--- config.mk ---
export PLATFORM = sky130hd
export DESIGN_NAME = rst_req_ctrl
export DESIGN_NICKNAME = d
export VERILOG_FILES = /design/src/rtl/rst_pkg.sv /design/src/rtl/rst_req_ctrl.sv
export SDC_FILE = /design/constraint.sdc
export NUM_CORES = 1
export LEC_CHECK = 0
export CAP_MARGIN = 10
export CORE_UTILIZATION = 45
export CTS_BUF_LIST = sky130_fd_sc_hd__clkbuf_8 sky130_fd_sc_hd__clkbuf_16
export DETAILED_ROUTE_END_ITERATION = 10
export PLACE_DENSITY = 0.7
export SYNTH_ARGS = -nofsm -noshare
export SYNTH_HDL_FRONTEND = slang
export SYNTH_SLANG_ARGS = --single-unit
--- constraint.sdc ---
create_clock -name clk_i -period 3 [get_ports clk_i]
set_input_delay 0.6 -clock clk_i [delete_from_list [all_inputs] [get_ports clk_i]]
set_output_delay 0.6 -clock clk_i [all_outputs]
set_load 0.005 [all_outputs]
--- src/rtl/rst_pkg.sv ---
// Shared types and constants for the programmable reset-request controller.
// Holds the FSM state encoding, the cause-bit layout and a helper that packs
// the individual request lines into a cause vector.
package rst_pkg;

    // Width of the sticky cause vector {prog, wdog, sw}
    localparam int CauseW = 3;

    // Bit positions inside the cause vector
    localparam int CauseSw   = 0;
    localparam int CauseWdog = 1;
    localparam int CauseProg = 2;

    // Width of the pulse/guard down-counter
    localparam int CntW = 8;

    // Reset-request sequencer states
    typedef enum logic [1:0] {
        ST_IDLE   = 2'b00,
        ST_ASSERT = 2'b01,
        ST_HOLD   = 2'b10,
        ST_GUARD  = 2'b11
    } rst_req_state_e;

    // Pack the three request lines into their cause-bit positions
    function automatic logic [CauseW-1:0] cause_vec(input logic sw,
                                                    input logic wdog,
                                                    input logic prog);
        logic [CauseW-1:0] v;
        v            = 3'b000;
        v[CauseSw]   = sw;
        v[CauseWdog] = wdog;
        v[CauseProg] = prog;
        return v;
    endfunction

endpackage

--- src/rtl/rst_req_ctrl.sv ---
// Reset-request controller: turns software, watchdog and programming-mode
// requests into a minimum-width active-low reset request for the reset
// manager, followed by a guard window in which new requests are dropped.
// The block must be reset by power-on reset only so it outlives the reset it
// requests.
// Optional feature macro: RST_REQ_CAUSE_EN enables the sticky cause register
// and cause_clr_i; without it rst_cause_o is constant zero.
module rst_req_ctrl
    import rst_pkg::*;
#(
    parameter int PulseCycles = 16,
    parameter int GuardCycles = 4
) (
    input  logic              clk_i,
    input  logic              rst_ni,
    input  logic              sw_rst_req_i,
    input  logic              wdog_bite_i,
    input  logic              prog_req_i,
    input  logic              cause_clr_i,
    output logic              prog_rst_no,
    output logic              busy_o,
    output logic [CauseW-1:0] rst_cause_o
);

    // Counter reload values; the counter runs N-1 down to 0 for N cycles
    localparam logic [CntW-1:0] PulseLoad = CntW'(PulseCycles - 1);
    localparam logic [CntW-1:0] GuardLoad = CntW'(GuardCycles - 1);

    rst_req_state_e  state_q, state_d;
    logic [CntW-1:0] cnt_q, cnt_d;
    logic            prog_rst_n_q, prog_rst_n_d;
    logic            busy_q, busy_d;
    logic            req_any_s;

    assign req_any_s = sw_rst_req_i | wdog_bite_i | prog_req_i;

    // Next-state and counter logic for the request sequencer
    always_comb begin
        state_d = state_q;
        cnt_d   = cnt_q;
        case (state_q)
            ST_IDLE: begin
                if (req_any_s) begin
                    state_d = ST_ASSERT;
                    cnt_d   = PulseLoad;
                end else begin
                    state_d = ST_IDLE;
                    cnt_d   = 8'd0;
                end
            end
            ST_ASSERT: begin
                if (cnt_q == 8'd0) begin
                    // Programming session still active: keep reset held
                    if (prog_req_i) begin
                        state_d = ST_HOLD;
                        cnt_d   = 8'd0;
                    end else begin
                        state_d = ST_GUARD;
                        cnt_d   = GuardLoad;
                    end
                end else begin
                    cnt_d = cnt_q - 8'd1;
                end
            end
            ST_HOLD: begin
                if (prog_req_i) begin
                    state_d = ST_HOLD;
                    cnt_d   = 8'd0;
                end else begin
                    state_d = ST_GUARD;
                    cnt_d   = GuardLoad;
                end
            end
            ST_GUARD: begin
                if (cnt_q == 8'd0) begin
                    state_d = ST_IDLE;
                    cnt_d   = 8'd0;
                end else begin
                    cnt_d = cnt_q - 8'd1;
                end
            end
            default: begin
                state_d = ST_IDLE;
                cnt_d   = 8'd0;
            end
        endcase
    end

    // Outputs are decoded from the next state so the flops line up with the FSM
    always_comb begin
        prog_rst_n_d = 1'b1;
        busy_d       = 1'b0;
        if ((state_d == ST_ASSERT) || (state_d == ST_HOLD)) begin
            prog_rst_n_d = 1'b0;
        end else begin
            prog_rst_n_d = 1'b1;
        end
        if (state_d != ST_IDLE) begin
            busy_d = 1'b1;
        end else begin
            busy_d = 1'b0;
        end
    end

    // Sequencer state, counter and registered outputs
    always_ff @(posedge clk_i) begin
        if (!rst_ni) begin
            state_q      <= ST_IDLE;
            cnt_q        <= 8'd0;
            prog_rst_n_q <= 1'b1;
            busy_q       <= 1'b0;
        end else begin
            state_q      <= state_d;
            cnt_q        <= cnt_d;
            prog_rst_n_q <= prog_rst_n_d;
            busy_q       <= busy_d;
        end
    end

    assign prog_rst_no = prog_rst_n_q;
    assign busy_o      = busy_q;

`ifdef RST_REQ_CAUSE_EN
    logic [CauseW-1:0] cause_q, cause_d;
    logic [CauseW-1:0] cause_new_s;

    assign cause_new_s = cause_vec(sw_rst_req_i, wdog_bite_i, prog_req_i);

    // Causes latch only when a request is accepted; a clear in the same
    // cycle wipes older bits but keeps the freshly captured ones
    always_comb begin
        cause_d = cause_q;
        if ((state_q == ST_IDLE) && req_any_s) begin
            if (cause_clr_i) begin
                cause_d = cause_new_s;
            end else begin
                cause_d = cause_q | cause_new_s;
            end
        end else if (cause_clr_i) begin
            cause_d = 3'b000;
        end else begin
            cause_d = cause_q;
        end
    end

    // Sticky cause register
    always_ff @(posedge clk_i) begin
        if (!rst_ni) begin
            cause_q <= 3'b000;
        end else begin
            cause_q <= cause_d;
        end
    end

    assign rst_cause_o = cause_q;
`else
    logic unused_cause_clr_s;

    assign unused_cause_clr_s = cause_clr_i;
    assign rst_cause_o        = 3'b000;
`endif

endmodule

==> results by group, run 1 <==
Run status
  • Outcome: completed

Power
  • PwrDens: 781 mW/mm^2
  • VDD IR max: around 0.28 mV
  • Static Leak: between 0.2 and 0.3 nW

Timing
  • Setup Viol. Count Final: 0
  • RSZ-0062 raised after global routing: no
  • Max-slew violations: 0
  • Setup TNS: 0 ns
  • Skew final: 0.00168 ns
  • Endpoints failing hold: 0
  • Final worst path period need: about 2.2 ns
  • FMAX: 450 MHz
  • Period Utilization, post-route: 0.740

GRT
  • Largest net degree at the start of global routing: 14
  • Vias in the first global route: 477
  • GRT Total Usage: 0.180
  • Initial antenna violation count: 0
  • First-pass GRT wire length: around 1.9 mm
  • Total gr overflow: 0

Floorplanning
  • Cell Rows: 13
  • I/O pin cnt: 11
  • Core ar.: about 0.0013 mm^2
  • Starting density of the core: 0.499
  • DIE HEIGHT: ~40 um
  • Die area: ~0.0016 mm^2
  • Die width: ~40 um

Place
  • Cell area after placement: approximately 700 um^2
  • Port bufs: 6
  • RD Place Congestion: between 0.7 and 0.8
  • Post-DP HPWL: just under 900 um

Synthesis
  • Largest family of logic cells by synthesized area: simple AND/OR/NAND/NOR gates
  • Post-synth cell types: 31
  • Top cells by area, synth: dfxtp_1 36%, ha_1 5.6%, a21oi_1 4.5%
  • Post-synthesis cell area: 666 um^2
  • Async SR Flop Fraction: 0
  • Post-synthesis compound-gate area fraction: 0.211
  • Avg Cell Area, Syn: 9.00 um^2
  • Number of synthesized flops with an enable pin: 0
  • Post-synthesis simple-gate area fraction: 0.237
  • Multiplexer share of the synthesized area: 0
  • Post-synth top area share: 0.361
  • Cells after Synth: 74
  • Commonest register cell after synthesis: dfxtp_1
  • Leading area contributor after synthesis: dfxtp_1
  • XOR/XNOR share of the synthesized area: 0.0395
  • Adder-Cell Fraction of Synth Area: 0.0564
  • Sequential fraction of the synthesis area: 0.361
  • Synthesized flop and latch total: 12
  • Ys Warns: 0

Setup path
  • Critical Path Slowest Stage Cell: or3b_2
  • Reg2reg end: prog_rst_no
  • R2R setup slack: between 0.7 and 0.8 ns
  • Worst EP required: approximately 3.1 ns
  • CP Class: flop to flop
  • Worst path max stage delay: roughly 0.53 ns
  • Most used cell along the critical path: ha_1
  • Arr. time, crit path: between 2 and 2.5 ns
  • Register-to-Register Path Depth: 7
  • Crit-path cells: inv_1 -> ha_1 -> or3b_2 -> or4b_1 -> and2_1 -> ha_1 -> nand2_1
  • Startpoint Class: flop
  • Worst-path fanout max: 7
  • Worst R2R Start: cnt_q[0]
  • Capturing element type of the critical path: flop

Detailed routing
  • Post-DRT Antenna Nets: 0
  • Drt first pass iters: 4
  • Vias per Instance: between 5 and 6
  • Vias: between 500 and 600
  • WL final: around 1.2 mm
  • Routed len/inst: 12.7 um
  • Remaining DRCs: 0
  • Detailed Route Iter0 Violations: 7

CTS
  • CTS tree: done
  • Clock transition at path regs: around 0.050 ns
  • CTS Sinks: 12
  • TritonCTS Buffers: 3
  • H-tree depth: 1
  • Setup Buffers After CTS: 0
  • Post-CTS resize count: 0
  • Clock latency on the worst-skew pair: between 0.2 and 0.25 ns
  • Root Buffer Master: clkbuf_8
  • Clock buffer depth: 2
  • Hold_buf cts: 0

Job
  • Max-Cap Viols: 0

Hold path
  • Worst Hold Class: flop to flop
  • Hold Crit Endpoint: cnt_q[7]
  • Hold path start: cnt_q[7]
  • Hold path depth: 2

Final layout
  • # nets final: 90
  • Share of cells above drive strength 1: 0.138
  • Inserted Diodes: 0
  • Post-route cell area: around 770 um^2
  • P&R area growth vs syn: 15.0%
-- sequential cells by signal, indices dropped and copies added (netlist names) --
| register | flops |
|---|---|
| cnt_q | 8 |
| prog_rst_no | 1 |
| busy_o | 1 |
| state_q | 2 |
-- routing by layer --
metal,global-route usage,share of wire,vias up
li1,-,-,279
met1,0.202,0.48,264
met5,0,0,-
met4,0.100,0.016,0
met3,0.0500,0.032,4
met2,0.302,0.47,10
-- placed cells by master (no fill, tap or decap) --
| cell type | netlist | final |
|---|---|---|
| a21oi_1 | 6 | 6 |
| a31oi_1 | 2 | 2 |
| and2_1 | 1 | 1 |
| clkbuf_8 | 0 | 4 |
| clkdlybuf4s50_1 | 0 | 6 |
| conb_1 | 1 | 3 |
| dfxtp_1 | 12 | 12 |
| ha_1 | 3 | 3 |
| inv_1 | 5 | 5 |
| nand2_1 | 1 | 1 |
| nor2_1 | 4 | 4 |
| nor3_1 | 3 | 3 |
| nor3b_1 | 1 | 1 |
| nor4_1 | 1 | 1 |
| o211ai_1 | 4 | 4 |
| o21a_1 | 1 | 1 |
| o21ai_0 | 3 | 3 |
| o221ai_1 | 1 | 1 |
| o31a_1 | 2 | 2 |
| o31a_2 | 1 | 1 |
| o41ai_1 | 1 | 1 |
| or2_2 | 1 | 1 |
| or3_1 | 3 | 3 |
| or3_2 | 1 | 1 |
| or3b_2 | 2 | 2 |
| or4_4 | 2 | 2 |
| or4b_1 | 2 | 2 |
| or4bb_1 | 1 | 1 |
| xnor2_1 | 2 | 2 |
| xor2_1 | 1 | 1 |
-- critical path, delay by kind of cell (launching register included) --
family / cells / cell delay, ns
fa+ha+maj: 2 / 0.42
buf+inv: 1 / 0.11
flops: 1 / 0.33
simple gates: 4 / 1.25
-- logic make-up (layout without fill, tap and decap cells) --
group,Yosys count,in the layout
other,1,3
adders and majority gates,3,3
AOI/OAI and AO/OA,21,21
buffers and inverters,11,15
and+or+nand+nor,23,23
DFF,12,12
xor gates and xnor gates,3,3
-- synth_stat cells, types with 2 or more instances --
cell,instances
a21oi_1,6
a31oi_1,2
buf_4,3
clkbuf_1,2
dfxtp_1,12
ha_1,3
inv_1,5
nor2_1,4
nor3_1,3
o211ai_1,4
o21ai_0,3
o31a_1,2
or3_1,3
or3b_2,2
or4_4,2
or4b_1,2
xnor2_1,2
-- stage by stage --
stage	hold WS [ns]	worst slack [ns]	instances	power, mW	utilization
after floorplan	0.450	0.837	76	0.386	-
after global placement	0.468	0.810	91	0.420	0.533
after detailed placement	0.471	0.792	91	0.426	0.533
after CTS	0.485	0.793	95	0.602	0.574
after global routing	0.527	0.671	95	0.641	0.574
final	0.485	0.779	95	0.598	0.574
-- cell type report --
cell class,count,area [um^2]
Multi-Input combinational cell,53,373
Fill cell,128,568
Sequential cell,12,240
Clock buffer,4,55.1
Timing Repair Buffer,6,60.1
Inverter,5,18.8
Tap cell,15,18.8
-- worst max-delay path by stage --
stage | slack, ns | startpoint | cells past startpoint | endpoint
floorplan | 0.84 | cnt_q[0] | 8 | prog_rst_no
global placement | 0.81 | cnt_q[0] | 7 | prog_rst_no
detailed placement | 0.79 | cnt_q[0] | 7 | prog_rst_no
CTS | 0.79 | cnt_q[0] | 7 | prog_rst_no
global route | 0.67 | cnt_q[0] | 7 | prog_rst_no
finish | 0.78 | cnt_q[0] | 7 | prog_rst_no
-- report_power, final --
group          total [mW]  leakage (nW)  internal, mW  switching [mW]
registers           0.224        0.0992         0.190          0.0335
logic               0.200         0.162         0.103          0.0967
clock network       0.175        0.0288         0.116          0.0588
total               0.598         0.290         0.409           0.189
No activity file was read; power rests on OpenSTA's default activity.
==> inputs of run 2 (changes only) <==
- clock period: 3 -> 2.05 ns (I/O delays scaled with it)
==> run 2 against run 1 <==
Sequential cell count unchanged. Global-route usage increased by 2.1 points. Count of clock-buffer cells in the layout unchanged. Die area stayed put. Critical path depth is the same. Clock skew is essentially flat. Fmax is 11% higher. Critical path type unchanged. Critical endpoint unchanged. Largest power group is now combinational cells.
==> results by group, run 2 (synthesized netlist as in run 1, its figures left out) <==
Run status
  • Outcome: completed

Detailed routing
  • Vias: 562
  • Drt first pass iters: 3
  • Vias per Instance: between 5 and 6
  • WL final: around 1.4 mm
  • Routed len/inst: 13.4 um
  • Detailed Route Iter0 Violations: 4
  • Remaining DRCs: 0
  • Post-DRT Antenna Nets: 0

Final layout
  • Largest regs: cnt_q: 8 flops, state_q: 2 flops
  • Post-layout util: 0.629
  • # nets final: 96
  • Post-route insts no fill: 101
  • Most common cell after layout, fill and taps aside: dfxtp_1
  • Post-route cell area: 840 um^2
  • Max FFs per register: 8
  • P&R area growth vs syn: 26.1%
  • Largest reg by FF count: cnt_q
  • Inserted Diodes: 0
  • Share of cells above drive strength 1: 0.279
  • Commonest non-fill, non-tap cells in the layout: 10 x dfxtp_1, 6 x a21oi_1, 6 x clkdlybuf4s50_1, 6 x buf_4

Floorplanning
  • Die width: just over 40 um
  • I/O pin cnt: 11
  • Cell Rows: 13
  • Die area: approximately 0.0016 mm^2
  • Core ar.: about 0.0013 mm^2
  • Starting density of the core: 0.499
  • DIE HEIGHT: 40.5 um

Place
  • Placed instance count: 96
  • Post-DP HPWL: about 960 um
  • Worst slack, placed: between 0.03 and 0.04 ns
  • Port bufs: 6
  • Cell area after placement: 766 um^2
  • RD Place Congestion: ~0.76

CTS
  • CTS tree: done
  • H-tree depth: 1
  • Clock buffer depth: 2
  • Hold_buf cts: 0
  • Clock transition at path regs: ~0.05 ns
  • TritonCTS Buffers: 3
  • Clock latency on the worst-skew pair: approximately 0.24 ns
  • Root Buffer Master: clkbuf_8
  • CTS Sinks: 12

Timing
  • Setup slack after layout: between 0.04 and 0.05 ns
  • RSZ-0062 raised after global routing: no
  • Max-slew violations: 0
  • Skew final: roughly 0.0015 ns
  • Hold slack: around 0.52 ns
  • Final worst path period need: 2.00 ns
  • Period Utilization, post-route: 0.978
  • Setup TNS: 0 ns
  • FMAX: 499 MHz
  • Endpoints failing hold: 0
  • Setup Viol. Count Final: 0

Setup path
  • Worst-path fanout max: 2
  • Worst EP required: about 2.2 ns
  • Arr. time, crit path: between 2 and 2.5 ns
  • Startpoint Class: flop
  • Capturing element type of the critical path: flop
  • CP Class: flop to flop

Power
  • PwrDens: 1140 mW/mm^2
  • Total power draw: ~960 uW
  • Internal: about 660 uW
  • Switch share: 0.314
  • Switching power: 301 uW
  • Comb pwr share: 0.402
  • VDD IR max: 0.667 mV
  • Static Leak: 0.327 nW
  • Reg power frac: 0.330
  • Clock power frac: 0.268

GRT
  • First-pass GRT wire length: approximately 2.1 mm
  • Total gr overflow: 0
  • GRT Total Usage: 0.201
  • Vias in the first global route: ~500
  • Initial antenna violation count: 0
  • Largest net degree at the start of global routing: 13

Job
  • Max-Cap Viols: 0

Hold path
  • Worst Hold Class: flop to flop
-- run 2: cell types whose count changed in the layout (fill, tap and decap cells not counted), sizes merged --
cell  previous run  this run
buf              0         6
-- run 2: what timing repair did --
action / in CTS / in global routing
setup buffers: 0 / 1
gates resized for setup: 0 / 4
setup endpoints to repair: 0 / 1
-- run 2: power by group through the flow --
stage	registers (mW)	clock network (mW)	logic, mW
2_1_floorplan	0.318	0	0.275
3_3_place_gp	0.316	0	0.357
3_5_place_dp	0.317	0	0.364
4_1_cts	0.314	0.261	0.368
5_1_grt	0.323	0.274	0.428
6_report	0.316	0.257	0.385
-- run 2: worst paths after layout --
kind              startpoint     endpoint  slack, ns  cells past startpoint
hold reg to reg     cnt_q[7]     cnt_q[7]       0.52                      2
hold / removal      cnt_q[7]     cnt_q[7]       0.52                      2
setup / recovery    cnt_q[1]  prog_rst_no       0.05                      7
setup reg to reg    cnt_q[1]  prog_rst_no       0.05                      7
-- run 2: layout make-up --
class                   instances  area [um^2]
fillers                       119          494
multi-input cells              53          394
flip-flops and latches         12          245
repair buffers                 12          105
clock buffers                   4         55.1
inverters                       5         21.3
well taps                      15         18.8
-- run 2: routing by layer --
layer  part of all wire  vias to the layer above  GRT usage
met5                  0                        -          0
met2               0.50                       10      0.337
li1                   -                      290          -
met3              0.021                        4     0.0500
met1               0.47                      258      0.223
met4              0.016                        0      0.125
-- run 2: worst max-delay path, stage by stage (launching register included) --
cell and delay (ns):
dfxtp_4 0.36, inv_4 0.07, ha_4 0.12, or3b_4 0.37, or4b_4 0.53, and2_4 0.15
ha_1 0.26, nand2_1 0.04
